## src/rtl/memory_arbiter_pkg.sv

```systemverilog
// Shared types for the memory arbiter: RAM handshake state and arbiter FSM state.
package memory_arbiter_pkg;

  localparam int unsigned WORD_W = 32;

  // RAM model status as seen by the arbiter
  typedef enum logic [1:0] {
    FREE   = 2'd0,
    BUSY   = 2'd1,
    ACCESS = 2'd2,
    ERROR  = 2'd3
  } ramstate_t;

  // Arbiter FSM state
  typedef enum logic [1:0] {
    IDLE = 2'd0,
    DSVC = 2'd1,
    ISVC = 2'd2,
    ERR  = 2'd3
  } arb_state_t;

endpackage

```

## src/rtl/memory_arbiter_if.sv

```systemverilog
// Bus bundle between datapath/RAM (master side) and the memory arbiter (slave side).
//  Datapath: iREN/iaddr -> ihit/iload, dREN/dWEN/daddr/dstore -> dhit/dload
//  RAM:      ramREN/ramWEN/ramaddr/ramstore -> ramload/ramstate
//  Status:   merr (sticky error)
interface memory_arbiter_if;
  import memory_arbiter_pkg::*;

  logic              iREN;
  logic [WORD_W-1:0] iaddr;
  logic              ihit;
  logic [WORD_W-1:0] iload;
  logic              dREN;
  logic              dWEN;
  logic [WORD_W-1:0] daddr;
  logic [WORD_W-1:0] dstore;
  logic              dhit;
  logic [WORD_W-1:0] dload;
  logic              ramREN;
  logic              ramWEN;
  logic [WORD_W-1:0] ramaddr;
  logic [WORD_W-1:0] ramstore;
  logic [WORD_W-1:0] ramload;
  ramstate_t         ramstate;
  logic              merr;

  // Arbiter view
  modport slave (
    input  iREN, iaddr, dREN, dWEN, daddr, dstore, ramload, ramstate,
    output ihit, iload, dhit, dload, ramREN, ramWEN, ramaddr, ramstore, merr
  );

  // Datapath + RAM view
  modport master (
    output iREN, iaddr, dREN, dWEN, daddr, dstore, ramload, ramstate,
    input  ihit, iload, dhit, dload, ramREN, ramWEN, ramaddr, ramstore, merr
  );
endinterface

```

## src/rtl/memory_arbiter.sv

```systemverilog
// Memory arbiter: shares one single-port RAM between instruction and data ports,
// data first. Registered RAM strobes, one-cycle registered hits, timeout/RAM error
// trap into a sticky ERR state left only by reset.
// Ports: CLK, nRST (async active-low), bus (memory_arbiter_if.slave).
// Optional MEMCTL_STATS_EN: adds saturating icnt/dcnt/stallcnt outputs.
module memory_arbiter
  import memory_arbiter_pkg::*;
#(
  parameter int unsigned TIMEOUT = 32
`ifdef MEMCTL_STATS_EN
  , parameter int unsigned CNT_W = 32
`endif
) (
  input  logic             CLK,
  input  logic             nRST,
  memory_arbiter_if.slave  bus
`ifdef MEMCTL_STATS_EN
  , output logic [CNT_W-1:0] icnt
  , output logic [CNT_W-1:0] dcnt
  , output logic [CNT_W-1:0] stallcnt
`endif
);

  localparam int unsigned TO_W = (TIMEOUT > 1) ? $clog2(TIMEOUT) : 1;

  arb_state_t        state_q, state_d;
  logic [WORD_W-1:0] addr_q, addr_d;
  logic [WORD_W-1:0] store_q, store_d;
  logic              ren_q, ren_d;
  logic              wen_q, wen_d;
  logic              ihit_q, ihit_d;
  logic              dhit_q, dhit_d;
  logic [WORD_W-1:0] iload_q, iload_d;
  logic [WORD_W-1:0] dload_q, dload_d;
  logic              merr_q, merr_d;
  logic [TO_W-1:0]   tcnt_q, tcnt_d;
  logic              req_c;

  // State and output registers
  always_ff @(posedge CLK or negedge nRST) begin
    if (!nRST) begin
      state_q <= IDLE;
      addr_q  <= '0;
      store_q <= '0;
      ren_q   <= 1'b0;
      wen_q   <= 1'b0;
      ihit_q  <= 1'b0;
      dhit_q  <= 1'b0;
      iload_q <= '0;
      dload_q <= '0;
      merr_q  <= 1'b0;
      tcnt_q  <= '0;
    end else begin
      state_q <= state_d;
      addr_q  <= addr_d;
      store_q <= store_d;
      ren_q   <= ren_d;
      wen_q   <= wen_d;
      ihit_q  <= ihit_d;
      dhit_q  <= dhit_d;
      iload_q <= iload_d;
      dload_q <= dload_d;
      merr_q  <= merr_d;
      tcnt_q  <= tcnt_d;
    end
  end

  // Requester still asking for the transaction in service
  assign req_c = (state_q == DSVC) ? (bus.dREN | bus.dWEN) : bus.iREN;

  // Next state and next registered outputs
  always_comb begin
    state_d = state_q;
    addr_d  = addr_q;
    store_d = store_q;
    ren_d   = ren_q;
    wen_d   = wen_q;
    ihit_d  = 1'b0;
    dhit_d  = 1'b0;
    iload_d = iload_q;
    dload_d = dload_q;
    merr_d  = merr_q;
    tcnt_d  = tcnt_q;

    case (state_q)
      IDLE: begin
        ren_d = 1'b0;
        wen_d = 1'b0;
        // The hit cycle itself never arbitrates, which guarantees an idle gap
        // and keeps a still-held request from being served twice.
        if (!ihit_q && !dhit_q) begin
          if (bus.dREN || bus.dWEN) begin
            state_d = DSVC;
            addr_d  = bus.daddr;
            store_d = bus.dstore;
            wen_d   = bus.dWEN;
            ren_d   = ~bus.dWEN;
            tcnt_d  = '0;
          end else if (bus.iREN) begin
            state_d = ISVC;
            addr_d  = bus.iaddr;
            store_d = '0;
            ren_d   = 1'b1;
            tcnt_d  = '0;
          end
        end
      end

      DSVC, ISVC: begin
        if (bus.ramstate == ERROR) begin
          state_d = ERR;
          ren_d   = 1'b0;
          wen_d   = 1'b0;
          merr_d  = 1'b1;
        end else if (bus.ramstate == ACCESS) begin
          state_d = IDLE;
          ren_d   = 1'b0;
          wen_d   = 1'b0;
          if (state_q == DSVC) begin
            dhit_d  = 1'b1;
            dload_d = bus.ramload;
          end else begin
            ihit_d  = 1'b1;
            iload_d = bus.ramload;
          end
        end else if (!req_c) begin
          state_d = IDLE;
          ren_d   = 1'b0;
          wen_d   = 1'b0;
        end else if (tcnt_q == TO_W'(TIMEOUT - 1)) begin
          state_d = ERR;
          ren_d   = 1'b0;
          wen_d   = 1'b0;
          merr_d  = 1'b1;
        end else begin
          tcnt_d = TO_W'(tcnt_q + 1'b1);
        end
      end

      ERR: begin
        ren_d  = 1'b0;
        wen_d  = 1'b0;
        merr_d = 1'b1;
      end

      default: state_d = IDLE;
    endcase
  end

  assign bus.ramREN   = ren_q;
  assign bus.ramWEN   = wen_q;
  assign bus.ramaddr  = addr_q;
  assign bus.ramstore = store_q;
  assign bus.ihit     = ihit_q;
  assign bus.dhit     = dhit_q;
  assign bus.iload    = iload_q;
  assign bus.dload    = dload_q;
  assign bus.merr     = merr_q;

`ifdef MEMCTL_STATS_EN
  // Saturating hit and stall statistics
  if (1) begin : g_stats
    logic [CNT_W-1:0] icnt_q, dcnt_q, stall_q;

    always_ff @(posedge CLK or negedge nRST) begin
      if (!nRST) begin
        icnt_q  <= '0;
        dcnt_q  <= '0;
        stall_q <= '0;
      end else begin
        if (ihit_d && (icnt_q != '1)) icnt_q <= CNT_W'(icnt_q + 1'b1);
        if (dhit_d && (dcnt_q != '1)) dcnt_q <= CNT_W'(dcnt_q + 1'b1);
        if ((state_q == DSVC) && bus.iREN && (stall_q != '1))
          stall_q <= CNT_W'(stall_q + 1'b1);
      end
    end

    assign icnt     = icnt_q;
    assign dcnt     = dcnt_q;
    assign stallcnt = stall_q;
  end
`endif

endmodule

```

## src/flat_wrapper.sv

```systemverilog
// flat-port wrapper written by rule: the top's interface ports become plain ports
module memory_arbiter_flat import memory_arbiter_pkg::*;
#(
  parameter int unsigned TIMEOUT = 32

)
  (CLK, nRST, bus_iREN, bus_iaddr, bus_dREN, bus_dWEN, bus_daddr, bus_dstore, bus_ramload, bus_ramstate, bus_ihit, bus_iload, bus_dhit, bus_dload, bus_ramREN, bus_ramWEN, bus_ramaddr, bus_ramstore, bus_merr);
  memory_arbiter_if bus_i ();
  input  logic CLK;
  input  logic nRST;
  input wire logic [$bits(bus_i.iREN)-1:0] bus_iREN;
  input wire logic [$bits(bus_i.iaddr)-1:0] bus_iaddr;
  input wire logic [$bits(bus_i.dREN)-1:0] bus_dREN;
  input wire logic [$bits(bus_i.dWEN)-1:0] bus_dWEN;
  input wire logic [$bits(bus_i.daddr)-1:0] bus_daddr;
  input wire logic [$bits(bus_i.dstore)-1:0] bus_dstore;
  input wire logic [$bits(bus_i.ramload)-1:0] bus_ramload;
  input wire logic [$bits(bus_i.ramstate)-1:0] bus_ramstate;
  output wire logic [$bits(bus_i.ihit)-1:0] bus_ihit;
  output wire logic [$bits(bus_i.iload)-1:0] bus_iload;
  output wire logic [$bits(bus_i.dhit)-1:0] bus_dhit;
  output wire logic [$bits(bus_i.dload)-1:0] bus_dload;
  output wire logic [$bits(bus_i.ramREN)-1:0] bus_ramREN;
  output wire logic [$bits(bus_i.ramWEN)-1:0] bus_ramWEN;
  output wire logic [$bits(bus_i.ramaddr)-1:0] bus_ramaddr;
  output wire logic [$bits(bus_i.ramstore)-1:0] bus_ramstore;
  output wire logic [$bits(bus_i.merr)-1:0] bus_merr;
  assign bus_i.iREN = bus_iREN;
  assign bus_i.iaddr = bus_iaddr;
  assign bus_i.dREN = bus_dREN;
  assign bus_i.dWEN = bus_dWEN;
  assign bus_i.daddr = bus_daddr;
  assign bus_i.dstore = bus_dstore;
  assign bus_i.ramload = bus_ramload;
  assign bus_i.ramstate = bus_ramstate;
  assign bus_ihit = bus_i.ihit;
  assign bus_iload = bus_i.iload;
  assign bus_dhit = bus_i.dhit;
  assign bus_dload = bus_i.dload;
  assign bus_ramREN = bus_i.ramREN;
  assign bus_ramWEN = bus_i.ramWEN;
  assign bus_ramaddr = bus_i.ramaddr;
  assign bus_ramstore = bus_i.ramstore;
  assign bus_merr = bus_i.merr;
  memory_arbiter #(.TIMEOUT(TIMEOUT)) u_core (.CLK(CLK), .nRST(nRST), .bus(bus_i));
endmodule
```

## config.mk

```make
export PLATFORM = sky130hd
export DESIGN_NAME = memory_arbiter_flat
export DESIGN_NICKNAME = d
export VERILOG_FILES = /design/src/rtl/memory_arbiter_pkg.sv /design/src/rtl/memory_arbiter_if.sv /design/src/rtl/memory_arbiter.sv /design/src/flat_wrapper.sv
export SDC_FILE = /design/constraint.sdc
export NUM_CORES = 1
export LEC_CHECK = 0
export ABC_AREA = 0
export ABC_CLOCK_PERIOD_IN_PS = 2600
export CAP_MARGIN = 10
export CELL_PAD_IN_SITES_DETAIL_PLACEMENT = 1
export CELL_PAD_IN_SITES_GLOBAL_PLACEMENT = 1
export CORE_MARGIN = 5
export CORE_UTILIZATION = 31
export CTS_BUF_LIST = sky130_fd_sc_hd__clkbuf_8
export DETAILED_ROUTE_END_ITERATION = 10
export PLACE_DENSITY_LB_ADDON = 0.1
export SYNTH_ARGS = -nofsm -noshare
export SYNTH_HDL_FRONTEND = slang
export SYNTH_SLANG_ARGS = --single-unit
```

## constraint.sdc

```tcl
create_clock -name CLK -period 2.6 [get_ports CLK]
set_input_delay 0.52 -clock CLK [delete_from_list [all_inputs] [get_ports CLK]]
set_output_delay 0.52 -clock CLK [all_outputs]
set_load 0.01 [all_outputs]
```

# == Word level (Yosys, flattened, before mapping) ==
# Cells that the tools add are included.
# classes
addsub,1
n_eq_ne,16
mux,45
bitwise_logic,4
n_reduce_logical,15
# ops
cell,n
32-bit 2-to-1 mux,4
5-bit 2-to-1 mux,7
1-bit 2-to-1 mux,22
4-bit AND reduction,4
2-bit 2-to-1 mux,7
5-bit case mux with 2 select lines,1
2-bit equality test (second input constant),4
7-bit AND reduction,1
2-bit != test (second input constant),3
3-bit by 1-bit != test with 1-bit output (second input constant),2
3-bit by 2-bit != test with 1-bit output (second input constant),2
1-bit case mux with 3 select lines,2
2-bit nonzero test,3
5-bit by 1-bit adder with 5-bit output (second input constant),1
5-bit equality test (second input constant),1
5-bit != test (second input constant),1
2-bit by 1-bit != test with 1-bit output (second input constant),2
2-bit case mux with 2 select lines,1
1-bit NOT,3
3-bit AND reduction,1
2-bit by 1-bit equality test with 1-bit output (second input constant),1
1-bit zero test,2
2-bit zero test,1
1-bit case mux with 2 select lines,1
4 further kinds,4
# totals
register_bits,140
inputBits,135

# == Depth between registers and ports, before layout ==
# Gate-level depths: netlist of the first run.
# depth
ltp_word,6
mapped_depth,7
mapped_depth_nobuf,6

# == Worst setup path after synthesis of the first run ==
# No wires, ideal clock.
# synth_path
kind,register -> register
startpoint,register u_core.tcnt_q[0]
endpoint,register u_core.tcnt_q[0]
setup_ns,0.128
arrival_ns,1.714
t_required_ns,2.472
setup_slack_ns,0.758
path_stages_with_launch,7
n_path_buf,0
cell_sequence,dfrtp_1 ha_1 and3_1 ha_1 nor3_4 o22ai_2 mux2_1
# synth_between
elab_chain_cells,6
word_cells_on_any_way,9
cone_classes,add/sub (1); eq/ne (2); mux (5); reduce/logical (1)
# synth_rtl
element,line_no,rtl
"start, declared",memory_arbiter.sv:36,"logic [TO_W-1:0] tcnt_q, tcnt_d;"
"start signal, assigned",memory_arbiter.sv:64,tcnt_q <= tcnt_d;
5-bit by 1-bit adder with 5-bit output,memory_arbiter.sv:136,tcnt_d = TO_W'(tcnt_q + 1'b1);
5-bit 2-to-1 mux,memory_arbiter.sv:130,end else if (tcnt_q == TO_W'(TIMEOUT - 1)) begin
5-bit 2-to-1 mux,memory_arbiter.sv:126,end else if (!req_c) begin
5-bit 2-to-1 mux,memory_arbiter.sv:115,end else if (bus.ramstate == ACCESS) begin
5-bit 2-to-1 mux,memory_arbiter.sv:110,if (bus.ramstate == ERROR) begin
5-bit case mux with 2 select lines,memory_arbiter.sv:85,case (state_q)
# Several ways; a longest one is shown, not always the timed one. The select of a mux whose other input is x is not followed.
# A chain may end at the register's enable or synchronous reset.

# == Worst setup path after layout of the first run ==
# layout_path
startpoint,register u_core.state_q[0]
endpoint,register u_core.tcnt_q[0]
# layout_between
elab_chain_cells,4
word_cells_on_any_way,14
cone_classes,eq/ne (8); mux (2); reduce/logical (4)
# layout_rtl
element,line_no,rtl
"start, declared",memory_arbiter.sv:26,"arb_state_t state_q, state_d;"
"start signal, assigned",memory_arbiter.sv:54,state_q <= state_d;
2-bit equality test / 2-bit by 1-bit equality test with 1-bit output (equally long branches),"memory_arbiter.sv:85, memory_arbiter.sv:69",
2-bit OR reduction / 1-bit 2-to-1 mux (equally long branches),"memory_arbiter.sv:85, memory_arbiter.sv:69",
2-bit by 1-bit != test with 1-bit output (no line) (tied with other cells),-,
7-bit AND reduction (no line),-,
# Several ways; a longest one is shown, not always the timed one.

==> reports/results.ini, run 1 <==
[die]
core_area_um2 = 18500
io_pins = 268
fp.dieH_um = 147
die_area_um2 = 21500
placementRows = 50
start_util_pct = 31.2
fp.dieW_um = 147

[route]
wl_um = 19100
post_drt_wl_per_cell_um = 17.3
drt-initial-drc-count = 130
final_antenna_net_count = 0
viasPerCell = 4.69
vias = 5157
first_pass_iters = 4
drc = 0

[worst_setup_path]
crit_required_ns = 2.92
r2r_cells = 6
r2r_start = u_core.state_q[0]
arrival_ns = 2.51
path_max_fanout = 14
worstReg2RegEnd = u_core.tcnt_q[0]
end_kind = flop
critical_path_class = reg2reg
cp-start-kind = flop
rrSetupSlack_ns = 0.41

[cts]
clock_sinks = 140
cts_htree_levels = 4
cts_buffers = 17
cts_setup_buffers = 0
cts_buffer_depth = 2
clk_latency_ns = 0.45
cts_tree = done
hold_buffers = 0
cts-root-buf = clkbuf_8
clkTransAtPathRegs_ns = 0.09
ctsResizeCount = 0

[placement]
io_buffers = 267
gp_congestion = 0.779
pre_cts_ws_ns = 0.217
place_hpwl_um = 14100

[logic_synthesis]
synth.distinct_cells = 36
async_reset_ff_share_pct = 100
synthFlopType = dfrtp_1
yosysWarnings = 0
syn_avg_cell_area_um2 = 9.84
synthCells = 588
yosysSeqAreaShare_pct = 60.6
synth_fp_nets = 728
synthesis.area_um2 = 5780
ys_ff_latch = 140
synth_edf_count = 0

[timing]
slew_headroom_pct = 54.5
finalClockSkew_ns = 0.0130
maxSlewViolCount = 0
period_needed_ns = 2.19
tns_ns = 0
finalWorstSetupSlack_ns = 0.410
worst_pin_slew_ns = 0.682
clock.fmax_mhz = 457
grt_setup_unrepaired = no
finalHoldViolCount = 0
setup_viol = 0
period_share_pct = 84.2

[global_route]
grt_max_degree = 65
grt_first_pass_wirelength_um = 30500
grt_usage_pct = 17.6
overflow = 0
antenna_found_initial = 0
grt_pass1_vias = 5754

[power_and_ir_drop]
power_density_nw_per_um2 = 464
p_leak_nw = 4.34
max-vdd-ir-drop_mv = 0.268

[layout]
antenna_cells = 0
fin_nets = 993
n_fill_cell = 2051
drive_gt1_share_pct = 10.0
synthToLayoutAreaGrowth_pct = 58.5

[job]
drv_cap = 0

[min_path]
hp-class = in2async

[outcome]
outcome = complete, no violations

-- state kept, by name, summed over array words and instances, names as in the netlist --
register,cells
u_core.bus.merr,1
u_core.bus.ramstore,32
u_core.state_q,2
u_core.bus.dload,32
u_core.bus.iload,32
u_core.bus.ramREN,1
u_core.bus.ramaddr,32
u_core.bus.ramWEN,1
u_core.bus.dhit,1
u_core.tcnt_q,5
u_core.bus.ihit,1
-- report_power, final --
group | switching, W | internal, W | total, W
clock network | 0.000952 | 0.000787 | 0.00174
logic | 0.000134 | 0.000200 | 0.000334
registers | 0 | 0.00218 | 0.00218
total | 0.00109 | 0.00316 | 0.00425
-- cell usage after synthesis, types with 2 or more instances --
cell      instances  area [um2]
and3_1            3        18.8
nand3_1          32         160
a31oi_1          33         206
dfrtp_1         140        3500
mux2_1            2        22.5
nand2_1         232         871
mux2i_1           4        40.0
clkbuf_1         10        37.5
buf_2            18        90.1
buf_1             5        18.8
mux2_2           32         360
inv_1             9        33.8
o21ai_0           3        15.0
nor2_1           39         146
ha_1              5        62.6
-- layer usage --
layer,wire (um),vias to the layer above,GRT usage [%]
met3,1410,14,6.83
met2,9440,172,29.7
met1,7970,2516,20.8
met5,0,-,0
li1,-,2455,-
met4,246,0,5.13
-- worst max-delay path by stage --
stage                      startpoint                endpoint  slack (ns)  cells past startpoint
floorplan            u_core.tcnt_q[0]        u_core.tcnt_q[0]        0.76                      6
global placement             bus_dREN  u_core.bus.ramaddr[27]        0.29                      5
detailed placement           bus_dREN  u_core.bus.ramaddr[26]        0.22                      5
CTS                 u_core.state_q[0]        u_core.tcnt_q[0]        0.43                      6
global route        u_core.state_q[0]        u_core.tcnt_q[0]        0.24                      6
finish              u_core.state_q[0]        u_core.tcnt_q[0]        0.41                      6
-- worst max-delay path, stage by stage (launching register included) --
cell,delay [ns]
dfrtp_1,0.36
inv_1,0.08
ha_1,0.57
inv_1,0.20
nor2_1,0.35
o22ai_2,0.17
mux2_1,0.33
-- cell type report --
cell class                 instances  area, um2  share of cell area, %
multi-input combinational        405       2130                   23.2
clock inverter                    15        149                   1.62
sequential                       140       3500                   38.2
tap                              234        293                   3.19
clock buffer                      17        234                   2.55
inverter                           9       33.8                  0.369
timing repair buffer             280       2820                   30.8
-- cells in the final DEF (no fill, tap or decap), types with 2 or more instances in the layout --
| cell type | count |
|---|---|
| mux2_2 | 32 |
| o21ai_0 | 3 |
| buf_4 | 9 |
| mux2_1 | 2 |
| a31oi_1 | 33 |
| clkinv_2 | 2 |
| ha_1 | 5 |
| clkbuf_8 | 17 |
| clkinv_4 | 3 |
| dfrtp_1 | 140 |
| mux2i_1 | 4 |
| clkdlybuf4s50_1 | 266 |
| buf_12 | 4 |
| and3_1 | 3 |
| nand3_1 | 32 |
| inv_1 | 9 |
| inv_8 | 2 |
| inv_6 | 6 |
| nor3_4 | 2 |
| nor2_1 | 38 |
| nand2_1 | 232 |
-- per-stage QoR --
stage	hold WS, ns	util (%)	area [um2]	instances	total power, W
5_1_grt	0.0242	49.5	9160	1100	0.00445
2_1_floorplan	0.224	-	5780	588	0.00227
3_3_place_gp	0.445	47.4	8780	1068	0.00255
6_report	0.0236	49.5	9160	1100	0.00425
4_1_cts	0.0170	49.5	9160	1100	0.00434
3_5_place_dp	0.457	47.4	8780	1068	0.00256
-- cells by family after synthesis --
kind of cell / share of synthesized area, %
AND/OR/NAND/NOR: 21.9
flip-flops: 60.6
AO/OA/AOI/OAI: 5.93
buffers and inverters: 3.25
multiplexers: 7.31
adder cells (fa/ha/maj): 1.08
Note: power is estimated with default switching activity, not from simulation.
==> run 2, diff against run 1 <==
--- a/config.mk
+++ b/config.mk
@@ -6,12 +6,12 @@
 export NUM_CORES = 1
 export LEC_CHECK = 0
 export ABC_AREA = 0
-export ABC_CLOCK_PERIOD_IN_PS = 2600
+export ABC_CLOCK_PERIOD_IN_PS = 1990
 export CAP_MARGIN = 10
 export CELL_PAD_IN_SITES_DETAIL_PLACEMENT = 1
 export CELL_PAD_IN_SITES_GLOBAL_PLACEMENT = 1
 export CORE_MARGIN = 5
-export CORE_UTILIZATION = 31
+export CORE_UTILIZATION = 28
 export CTS_BUF_LIST = sky130_fd_sc_hd__clkbuf_8
 export DETAILED_ROUTE_END_ITERATION = 10
 export PLACE_DENSITY_LB_ADDON = 0.1
==> constraint.sdc (replaced) <==
create_clock -name CLK -period 1.99 [get_ports CLK]
set_input_delay 0.398 -clock CLK [delete_from_list [all_inputs] [get_ports CLK]]
set_output_delay 0.398 -clock CLK [all_outputs]
set_load 0.01 [all_outputs]
==> run 2 against run 1 <==
Against the previous run:
- maximum frequency grew 17%
- sequential cell count is the same
- sequential share of layout area shrank 0.99 points
- worst hold slack gained 0.41 ns
- register-to-register slack lost 0.29 ns
- cell count grew 4.5%
- via count grew 1.1%
- clock skew is essentially flat
- core utilization shrank 3.1 points
- power grew 33%
- first-iteration DRC count grew 28%
==> reports/results.ini, run 2 (synthesized netlist as in run 1, its figures left out) <==
[worst_setup_path]
critical_path_class = reg2reg
crit_family = simple AND/OR/NAND/NOR gates
end_kind = flop
cp_num_buf_inv = 0
crit_chain = ha_2, and3_1, ha_2, nor3_4, o22ai_2, mux2_1
arrival_ns = 2.19
cp-start-kind = flop
path_common_cell = ha_2
cp_slowest_stage_delay_ns = 0.41
path_max_fanout = 6
crit_required_ns = 2.31
crit_slowest_cell = dfrtp_1

[route]
viasPerCell = 4.54
wl_um = 19900
vias = 5215
post_drt_wl_per_cell_um = 17.3
first_pass_iters = 5
drc = 0
final_antenna_net_count = 0
drt-initial-drc-count = 166

[die]
fp.dieH_um = 154
core_area_um2 = 20300
fp.dieW_um = 154
io_pins = 268
die_area_um2 = 23600
start_util_pct = 28.5
placementRows = 52

[layout]
final_common_cell = clkdlybuf4s50_1
final_cell_mix = clkdlybuf4s50_1, nand2_1, dfrtp_1, nor2_1, a31oi_1
drive_gt1_share_pct = 11.6
antenna_cells = 0
synthToLayoutAreaGrowth_pct = 62.7
fin_nets = 1006

[cts]
clkTransAtPathRegs_ns = 0.09
cts_tree = done
cts_buffer_depth = 2
cts-root-buf = clkbuf_8
clk_latency_ns = 0.45
cts_buffers = 17
cts_htree_levels = 4
clock_sinks = 140

[timing]
period_share_pct = 93.8
maxSlewViolCount = 0
finalClockSkew_ns = 0.0132
finalHoldViolCount = 0
grt_setup_unrepaired = no
slew_headroom_pct = 69.4
worst_pin_slew_ns = 0.459
period_needed_ns = 1.87
setup_viol = 0
clock.fmax_mhz = 536
tns_ns = 0

[placement]
place_hpwl_um = 14900
io_buffers = 267
gp_congestion = 0.770

[outcome]
outcome = complete, no violations

[job]
drv_cap = 0

[power_and_ir_drop]
p_leak_nw = 4.43
power_density_nw_per_um2 = 600
fin_total_pwr_w = 0.00565
max-vdd-ir-drop_mv = 0.362

[global_route]
grt_max_degree = 63
grt_pass1_vias = 5688
grt_first_pass_wirelength_um = 31600
antenna_found_initial = 0
overflow = 0
grt_usage_pct = 16.7

[min_path]
hp-class = in2async

run 2: worst reg2reg max path: stages, from the launching register on:
cell	delay, ns
dfrtp_1	0.41
ha_2	0.20
and3_1	0.19
ha_2	0.21
nor3_4	0.30
o22ai_2	0.13
mux2_1	0.32
run 2: final timing paths:
path | from | endpoint | slack, ns | depth (start not counted)
min in group CLK | u_core.bus.merr | u_core.bus.merr | 0.46 | 1
hold / removal | nRST | u_core.bus.ramstore[16] | 0.43 | 2
setup reg to reg | u_core.tcnt_q[0] | u_core.tcnt_q[0] | 0.12 | 6
setup / recovery | u_core.tcnt_q[0] | u_core.tcnt_q[0] | 0.12 | 6
hold reg to reg | u_core.bus.merr | u_core.bus.merr | 0.46 | 1
max in group asynchronous | nRST | u_core.bus.iload[31] | 0.92 | 3
run 2: cell type report:
| class | count | area (um2) |
|---|---|---|
| clock inverters | 15 | 164 |
| clock buffers | 17 | 234 |
| fillers | 2278 | 10900 |
| inverters | 9 | 33.8 |
| flip-flops and latches | 140 | 3500 |
| multi-input cells | 405 | 2150 |
| repair buffers | 293 | 2980 |
| well taps | 270 | 338 |
run 2: report_power, final:
group          switching (W)  internal (W)
Combinational       0.000184      0.000280
Clock                0.00121       0.00113
Sequential                 0       0.00284
Total                0.00139       0.00426
run 2: stage by stage:
step | instances | setup slack, ns | hold slack, ns | area, um2 | util, %
after floorplan | 588 | 0.148 | 0.102 | 5780 | -
after global placement | 1115 | -0.0446 | 0.368 | 8970 | 44.2
after detailed placement | 1115 | -0.113 | 0.369 | 8970 | 44.2
after CTS | 1148 | 0.0261 | 0.438 | 9390 | 46.3
after global routing | 1149 | 0.00303 | 0.449 | 9410 | 46.3
final | 1149 | 0.124 | 0.432 | 9410 | 46.3
run 2: per-layer routing:
| layer | vias up | GRT usage (%) | part of all wire, % |
|---|---|---|---|
| met5 | - | 0 | 0 |
| met4 | 0 | 4.12 | 1.1 |
| met3 | 18 | 6.27 | 6.9 |
| met2 | 152 | 29.0 | 51 |
| met1 | 2558 | 19.6 | 41 |
| li1 | 2487 | - | - |
run 2: what timing repair did:
action,CTS,global route
gates resized for setup,2,3
buffers inserted,0,1
endpoints found under the setup margin,2,9
hold buffers,1,0
pin swaps,1,2
hold endpoints to repair,41,0
